<file path="src/rtl/reg_file_pkg.sv">
`default_nettype none
// +--------------------------------------------------------------------+
// | reg_file_pkg : shared widths and types for the register file       |
// | Rev 1.0                                                            |
// +--------------------------------------------------------------------+
package reg_file_pkg;

  localparam int XLEN     = 32;
  localparam int NUM_REGS = 32;
  localparam int REG_W    = 5;
  localparam int ROB_W    = 5;

  typedef logic [XLEN-1:0]  word_t;
  typedef logic [REG_W-1:0] reg_id_t;
  typedef logic [ROB_W-1:0] rob_id_t;

  localparam reg_id_t REG_ZERO = '0;
  localparam rob_id_t ROB_NONE = '0;

  // A commit only retires the tag if it is still the youngest producer.
  function automatic logic commit_owns_tag(rob_id_t cur_tag, rob_id_t commit_rob);
    return cur_tag == commit_rob;
  endfunction

endpackage
`default_nettype wire

</file>
<file path="src/rtl/reg_file_read_port.sv">
`default_nettype none
// +--------------------------------------------------------------------+
// | reg_file_read_port : combinational operand lookup with x0 forcing  |
// | and same-cycle commit bypass. Rev 1.0                              |
// +--------------------------------------------------------------------+
module reg_file_read_port
  import reg_file_pkg::*;
(
  input  logic [REG_W-1:0] rs_id,
  input  logic [XLEN-1:0]  value_arr [NUM_REGS],
  input  logic [ROB_W-1:0] tag_arr   [NUM_REGS],
  input  logic             bypass_en,
  input  logic [REG_W-1:0] commit_reg_id,
  input  logic [XLEN-1:0]  commit_data,
  input  logic [ROB_W-1:0] commit_rob_id,
  output logic [XLEN-1:0]  rs_value,
  output logic [ROB_W-1:0] rs_tag
);

  logic w_bypass_hit;

  always_comb begin
    w_bypass_hit = bypass_en && (rs_id == commit_reg_id)
                   && commit_owns_tag(tag_arr[rs_id], commit_rob_id);
    rs_value = '0;
    rs_tag   = ROB_NONE;
    if (rs_id != REG_ZERO) begin
      if (w_bypass_hit) begin
        rs_value = commit_data;
      end else begin
        rs_value = value_arr[rs_id];
        rs_tag   = tag_arr[rs_id];
      end
    end
  end

endmodule
`default_nettype wire

</file>
<file path="src/rtl/reg_file.sv">
`default_nettype none
// +--------------------------------------------------------------------+
// | reg_file : 32x32 architectural registers with rename tags, fed by  |
// | the ROB commit stream and flush. Rev 1.0                           |
// +--------------------------------------------------------------------+
module reg_file
  import reg_file_pkg::*;
(
  input  logic             clk_in,
  input  logic             rst_in,
  input  logic             commit_enabled,
  input  logic [REG_W-1:0] commit_reg_id,
  input  logic [XLEN-1:0]  commit_data,
  input  logic [ROB_W-1:0] commit_rob_id,
  input  logic             flush,
  input  logic             rename_enabled,
  input  logic [REG_W-1:0] rename_reg_id,
  input  logic [ROB_W-1:0] rename_rob_id,
  input  logic [REG_W-1:0] rs1_id,
  input  logic [REG_W-1:0] rs2_id,
  output logic [XLEN-1:0]  rs1_value,
  output logic [XLEN-1:0]  rs2_value,
  output logic [ROB_W-1:0] rs1_tag,
  output logic [ROB_W-1:0] rs2_tag
);

  logic [XLEN-1:0]  value_q [NUM_REGS];
  logic [XLEN-1:0]  value_d [NUM_REGS];
  logic [ROB_W-1:0] tag_q   [NUM_REGS];
  logic [ROB_W-1:0] tag_d   [NUM_REGS];
  logic             w_bypass_en;

  // Gating with reset keeps reads at 0/0 while rst_in is low, even if a commit is presented.
  assign w_bypass_en = commit_enabled && rst_in;

  always_comb begin
    value_d = value_q;
    tag_d   = tag_q;
    if (commit_enabled && (commit_reg_id != REG_ZERO)) begin
      value_d[commit_reg_id] = commit_data;
      if (commit_owns_tag(tag_q[commit_reg_id], commit_rob_id)) begin
        tag_d[commit_reg_id] = ROB_NONE;
      end
    end
    // Rename is applied after the commit clear so it wins on the same register.
    if (flush) begin
      for (int i = 0; i < NUM_REGS; i++) begin
        tag_d[i] = ROB_NONE;
      end
    end else if (rename_enabled && (rename_reg_id != REG_ZERO)) begin
      tag_d[rename_reg_id] = rename_rob_id;
    end
  end

  always_ff @(posedge clk_in or negedge rst_in) begin
    if (!rst_in) begin
      value_q <= '{default: '0};
      tag_q   <= '{default: '0};
    end else begin
      value_q <= value_d;
      tag_q   <= tag_d;
    end
  end

  reg_file_read_port u_rd1 (
    .rs_id         (rs1_id),
    .value_arr     (value_q),
    .tag_arr       (tag_q),
    .bypass_en     (w_bypass_en),
    .commit_reg_id (commit_reg_id),
    .commit_data   (commit_data),
    .commit_rob_id (commit_rob_id),
    .rs_value      (rs1_value),
    .rs_tag        (rs1_tag)
  );

  reg_file_read_port u_rd2 (
    .rs_id         (rs2_id),
    .value_arr     (value_q),
    .tag_arr       (tag_q),
    .bypass_en     (w_bypass_en),
    .commit_reg_id (commit_reg_id),
    .commit_data   (commit_data),
    .commit_rob_id (commit_rob_id),
    .rs_value      (rs2_value),
    .rs_tag        (rs2_tag)
  );

endmodule
`default_nettype wire
</file>
<file path="config.mk">
export PLATFORM = sky130hd
export DESIGN_NAME = reg_file
export DESIGN_NICKNAME = d
export VERILOG_FILES = /design/src/rtl/reg_file_pkg.sv /design/src/rtl/reg_file_read_port.sv /design/src/rtl/reg_file.sv
export SDC_FILE = /design/constraint.sdc
export NUM_CORES = 2
export LEC_CHECK = 0
export CORE_UTILIZATION = 40
export CTS_BUF_LIST = sky130_fd_sc_hd__clkbuf_4 sky130_fd_sc_hd__clkbuf_8
export DETAILED_ROUTE_END_ITERATION = 7
export PLACE_DENSITY_LB_ADDON = 0.1
export SETUP_SLACK_MARGIN = 0.2
export SYNTH_ARGS = -nofsm -noshare
export SYNTH_HDL_FRONTEND = slang
export SYNTH_SLANG_ARGS = --single-unit
</file>
<file path="constraint.sdc">
create_clock -name clk_in -period 4.3 [get_ports clk_in]
set_input_delay 0.86 -clock clk_in [delete_from_list [all_inputs] [get_ports clk_in]]
set_output_delay 0.86 -clock clk_in [all_outputs]
set_load 0.05 [all_outputs]
</file>
# Yosys cells after proc, flatten, opt, wreduce, memory -nomap -nowiden

Cells that the tools add are included.

Order comparisons: 6
Equality and inequality tests: 5
Muxes and demuxes: 35
Bitwise logic cells: 6
Reduce and logical (&&, ||, !) cells: 13

Operators by type and width:

| cell                                                                  | number |
|---|---|
| 1024-bit bitwise mux                                                  | 1 |
| 160-bit 2-to-1 mux                                                    | 4 |
| 32-bit binary-select mux with 5-bit select                            | 2 |
| 32-bit 2-to-1 mux                                                     | 9 |
| 160-bit AND                                                           | 1 |
| 160-bit bitwise mux                                                   | 1 |
| 32-bit demux with 5-bit select                                        | 1 |
| 160-bit NOT                                                           | 1 |
| 5-bit binary-select mux with 5-bit select                             | 3 |
| 5-bit 2-to-1 mux                                                      | 12 |
| 5-bit demux with 5-bit select                                         | 2 |
| 5-bit == test                                                         | 5 |
| 6-bit greater-or-equal comparator (second input constant)             | 4 |
| 5-bit NOT with 6-bit output                                           | 4 |
| 5-bit nonzero test                                                    | 4 |
| 6-bit by 1-bit < comparator with 1-bit output (second input constant) | 2 |
| 1-bit logical AND                                                     | 9 |

Flip-flop bits (word level): 1184
Input port bits: 67
Output and inout port bits: 74
Word-level logic and storage cells: 129

# Logic depth before layout (Yosys ltp)

Word-level depth: 12
Depth in mapped cells: 14
Mapped depth without buffers: 7

# Hierarchy

From an unflattened synthesis, not the netlist that was laid out.

Cells, all modules: 4364
Area, all modules: 66521.3 um^2

Modules (own cells, without submodules):

| module             | times used | cells an instance | area an instance (um^2) | sequential area each (um^2) |
|---|---|---|---|---|
| reg_file           | 1          | 3018              | 46624.7                 | 29628.4 |
| reg_file_read_port | 2          | 673               | 9948.3                  | 0.0 |

# Least setup slack after synthesis

Ideal clock, no wire load.

Kind: input to output
From: input port rs2_id[3]
To: output port rs2_tag[2]
Arrival: 4.078 ns
Data required time: 3.440 ns
Setup slack: -0.638 ns
Stages on the path: 11
Buffers on the path: 4
Cells stage by stage: clkbuf_1 > or3b_2 > buf_2 > o221ai_1 > nor3_1 > nor4_1 > xor2_1 > a2111oi_2 > buf_4 > buf_6 > nor3b_1

Word-level cells in the longest chain between the ends: 8
Elaborated cells between the ends (all ways): 11
Those cells by class: 2 x eq/ne; 5 x mux; 1 x bitwise; 3 x reduce/logical

Ends and longest elaborated chain:

| what                                                | RTL line                                           | text |
|---|---|---|
| start, declared                                     | reg_file.sv:20                                     | `input logic [REG_W-1:0] rs2_id,` |
| 5-bit NOT with 6-bit output (implied by the code)   | reg_file_read_port.sv:24, reg_file_read_port.sv:32 |  |
| 5-bit binary-select mux with 5-bit select           | reg_file_read_port.sv:24, reg_file_read_port.sv:32 |  |
| 5-bit 2-to-1 mux (implied by the code) (2 in a row) | reg_file_read_port.sv:24, reg_file_read_port.sv:32 |  |
| 5-bit == test                                       | reg_file_pkg.sv:22                                 | `return cur_tag == commit_rob;` |
| 1-bit logical AND                                   | reg_file_read_port.sv:24                           | `&& commit_owns_tag(tag_arr[rs_id], commit_rob_id);` |
| 5-bit 2-to-1 mux                                    | reg_file_read_port.sv:28                           | `if (w_bypass_hit) begin` |
| 5-bit 2-to-1 mux *                                  | reg_file_read_port.sv:27                           | `if (rs_id != REG_ZERO) begin` |
| end, declared                                       | reg_file.sv:24                                     | `output logic [ROB_W-1:0] rs2_tag` |

Every way passes the cells marked *; elsewhere a longest branch is shown, timed or not. The select of a mux whose other input is x is not followed.

# Worst setup path after layout

From: register tag_q[4] (netlist bit)
To: output port rs2_value[29]

Word-level cells in the longest chain between the ends: 7

Ends and longest elaborated chain:

| what                                                | RTL line                 | text |
|---|---|---|
| start, declared                                     | reg_file.sv:29           | `logic [ROB_W-1:0] tag_q [NUM_REGS];` |
| start signal, assigned                              | reg_file.sv:61           | `tag_q <= tag_d;` |
| 5-bit binary-select mux with 5-bit select           | reg_file_read_port.sv:24 |  |
| 5-bit 2-to-1 mux (implied by the code) (2 in a row) | reg_file_read_port.sv:24 |  |
| 5-bit == test                                       | reg_file_pkg.sv:22       |  |
| 1-bit logical AND                                   | reg_file_read_port.sv:24 |  |
| 32-bit 2-to-1 mux                                   | reg_file_read_port.sv:28 |  |
| 32-bit 2-to-1 mux                                   | reg_file_read_port.sv:27 |  |
| end, declared                                       | reg_file.sv:22           | `output logic [XLEN-1:0] rs2_value,` |

No other way between the ends. The select of a mux whose other input is x is not followed.

==> implementation parameters <==
Parameter                              Value

Outcome
  Outcome ... finished with violations
  Violations in the final reports ... negative setup slack

Placed design
  Standard cell area after detailed placement ... 74500 µm²
  Half-perimeter wire length after placement ... 145 mm
  Inst Count DP ... 6743
  Count of buffers from port buffering ... 140
  Final GP Congestion ... 0.964

Power and ir drop
  Switching share of power ... 0.283
  Reg power frac ... 0.432
  Leakage ... 0.0335 µW
  Peak supply drop ... 0.000349 V
  Share of power burned in combinational logic ... 0.231
  Internal power contribution ... 23700 µW
  Clock network fraction of design power ... 0.337
  P_sw ... 9360 µW
  Pwr per Cell Area ... 414 nW/µm²

Detailed routing
  DRT antenna net count ... 0
  First-pass iteration count of the detailed router ... 6
  Remaining design rule violation count ... 0
  Number of DRC markers in iteration 0 ... 4216
  Wire length after detailed routing ... 236 mm
  Detailed-route via count ... 45100
  DR vias/cell ... 6.30
  Post-DR wirelength/cell ... 33.0 µm

Floorplan
  I/O pin total ... 141
  Core box area ... 166000 µm²
  Site Rows ... 149
  Die width ... 411 µm
  Floorplan die area ... 169000 µm²
  Initial cell density of the core ... 0.404
  Chip height ... 411 µm

Flow run
  Max-capacitance violation count ... 0

Clock network
  TritonCTS Buffers ... 212
  Clock Sinks ... 1184
  Clock root cell ... sky130_fd_sc_hd__clkbuf_8
  TritonCTS clock tree ... yes
  Maximum root-to-sink buffer count ... 3
  Worst-skew pair later-pin latency ... 970 ps
  Register clock-pin slew on the reported worst setup and hold paths ... 60 ps
  H-Tree Level Count ... 4

Cells and area
  Cell area after layout ... 79800 µm²
  Fin nets ... 4867
  Util after Layout ... 0.482
  Fraction of layout instances using a drive strength above 1 ... 0.563
  Area grow syn2layout ... 19.2%
  Filler Cells Inserted ... 14500
  Non-Filler Instances ... 7148

Critical path
  Depth of the worst register-to-register path ... 10
  CP Launch Type ... flip-flop
  Category of the most critical setup path ... flip-flop to output port
  Maximum net fanout on the critical path ... 4
  Data arrival at the endpoint of the critical path ... 4090 ps
  Endpoint required time on the critical path ... 3440 ps
  Critical path capture point type ... output port
  Source of the worst register-to-register timing path ... tag_q[96]
  Endpoint of the worst register-to-register path ... tag_q[68]
  Worst R2R Setup Slack ... 860 ps

Synthesis
  Synthesized area per cell ... 14.8 µm²
  Combinational family with the most area after synthesis ... multiplexers
  Synthesis Warnings ... 0
  Adder-cell share of the synthesized area ... 0
  Net count after synthesis ... 4589
  Post-synth ARST share ... 1.00
  Compound-cell area share of the yosys netlist ... 0.0376
  Synthesis-stage register bit count ... 1184
  Xor/xnor share of the synthesized area ... 0.00236
  Number of synthesized flops with an enable pin ... 0
  Post-synth cell types ... 62
  Multiplexer share of the synthesized area ... 0.429
  Number of standard cells after synthesis ... 4522
  Simple-gate portion of the synthesized area ... 0.0526
  Mapped cell area ... 66900 µm²
  Share of synthesized area occupied by flip-flops and latches ... 0.443
  Dominant synthesized flop cell ... sky130_fd_sc_hd__dfrtp_1

STA
  Worst slew margin relative to its limit ... 0.314
  Shortest clock period the worst path allows after layout ... 4950 ps
  Largest clock skew in the final design ... 38.9 ps
  Number of failing setup endpoints in the final timing report ... 74
  RSZ-0062 raised after global routing ... yes
  Number of max-slew violations in the final report ... 0
  Fin crit share ... 1.15
  Upper clock frequency limit ... 202 MHz
  Worst setup slack after layout ... -655 ps
  Final hold violation count ... 0
  Transition at the pin with the smallest max-transition slack ... 1030 ps

GRT
  Number of global-route vias before repair ... 46400
  Overall global routing resource usage ... 0.283
  Number of antenna violations at the first check in global routing ... 4
  Remaining Overflow, GRT ... 0
  Wire length of the first global-routing pass ... 345 mm
  Largest net degree at the start of global routing ... 150

Worst hold path
  Class of the tightest hold or removal check ... input port to asynchronous set/reset pin
-- sequential cells by signal, indices dropped and copies added, names as in the netlist --
| register | flops |
|---|---|
| value_q | 1024 |
| tag_q | 160 |
-- power by group through the flow --
stage / clock (µW) / combinational [µW] / sequential, µW
after CTS: 11400 / 7670 / 14200
after floorplan: 0 / 5390 / 14000
after global routing: 11900 / 8090 / 14500
final: 11100 / 7620 / 14300
after detailed placement: 0 / 7620 / 14400
after global placement: 0 / 7520 / 14300
-- Yosys cell counts, drive strengths merged, types with 44 or more instances --
library cell,count,share of area
dfrtp,1184,0.44
mux2,1019,0.17
mux4,679,0.23
clkbuf,339,0.019
mux2i,193,0.029
nand2,171,0.0096
o22ai,167,0.016
buf,165,0.015
nand3b,159,0.018
o211ai,67,0.0075
o21ai,51,0.0038
nand2b,44,0.0041
-- stage by stage --
stage	worst slack (ps)	hold slack [ps]	power, µW	TNS [ps]
2_1_floorplan	-73.0	441	19400	-4170
6_report	-655	58.7	33000	-41830
3_5_place_dp	-968	384	22000	-60620
5_1_grt	-736	58.5	34500	-49190
3_3_place_gp	-957	378	21900	-60080
4_1_cts	-686	0.00844	33300	-45620
-- placed cells by master (no fill, tap or decap), types with 67 or more instances in the layout --
cell / netlist / final
sky130_fd_sc_hd__buf_12: 4 / 152
sky130_fd_sc_hd__mux4_2: 670 / 674
sky130_fd_sc_hd__o22ai_1: 167 / 165
sky130_fd_sc_hd__clkbuf_4: 0 / 94
sky130_fd_sc_hd__clkbuf_8: 0 / 259
sky130_fd_sc_hd__nand2_1: 171 / 157
sky130_fd_sc_hd__nand3b_1: 159 / 159
sky130_fd_sc_hd__mux2_2: 1019 / 1017
sky130_fd_sc_hd__dfrtp_1: 1184 / 1170
sky130_fd_sc_hd__o211ai_1: 67 / 67
sky130_fd_sc_hd__buf_4: 34 / 337
sky130_fd_sc_hd__mux2i_1: 192 / 122
-- critical path: stages, from the launching register on --
cell and delay (ps):
sky130_fd_sc_hd__dfrtp_1 440, sky130_fd_sc_hd__mux4_2 530, sky130_fd_sc_hd__and3_1 230, sky130_fd_sc_hd__nor3_4 220, sky130_fd_sc_hd__or3_1 140, sky130_fd_sc_hd__o211ai_1 180, sky130_fd_sc_hd__a2111oi_4 380, sky130_fd_sc_hd__buf_6 190
sky130_fd_sc_hd__buf_12 140, sky130_fd_sc_hd__buf_12 140, sky130_fd_sc_hd__buf_12 130, sky130_fd_sc_hd__mux2i_4 250, sky130_fd_sc_hd__buf_12 160
-- worst max-delay path by stage --
stage	to	depth (start not counted)	startpoint
CTS	rs2_value[29]	13	tag_q[123]
global route	rs1_value[14]	12	tag_q[137]
finish	rs2_value[29]	12	tag_q[4]
global placement	rs2_value[29]	13	rs2_id[0]
detailed placement	rs2_value[29]	13	rs2_id[0]
floorplan	rs2_value[10]	11	rs2_id[0]
-- timing repair --
action                     4_1_cts  5_1_grt
setup endpoints to repair       74       74
hold endpoints to repair         0        0
gates resized for setup         83       31
pin swaps                       10       11
setup buffers                   25        5
cloned                           2        0
hold buffers                     0        0
-- cell families (layout without fill, tap and decap cells) --
kind of cell              count (synthesis)  in the layout
muxes                                  1891           1891
DFF                                    1184           1184
and+or+nand+nor                         535            535
buffers and inverters                   515            950
AOI/OAI and AO/OA                       379            379
xor gates and xnor gates                 18             18
other                                     0              2
-- layer usage --
metal | up-vias | routed length (µm) | track usage
li1 | 18300 | - | -
met1 | 24700 | 103000 | 0.406
met2 | 1676 | 110000 | 0.436
met3 | 388 | 15100 | 0.0494
met4 | 0 | 7480 | 0.0903
met5 | - | 0 | 0
-- cell type report --
cell class                 count  area, µm²  area share
clock inverter                19        164     0.00205
timing repair buffer         576       6560      0.0822
sequential                  1184      29600       0.372
antenna                        2       5.00   0.0000627
tap                         2189       2740      0.0343
clock buffer                 352       4260      0.0534
inverter                       3       12.5    0.000157
multi-input combinational   2823      36400       0.456
(Power assumes the default switching activity.)
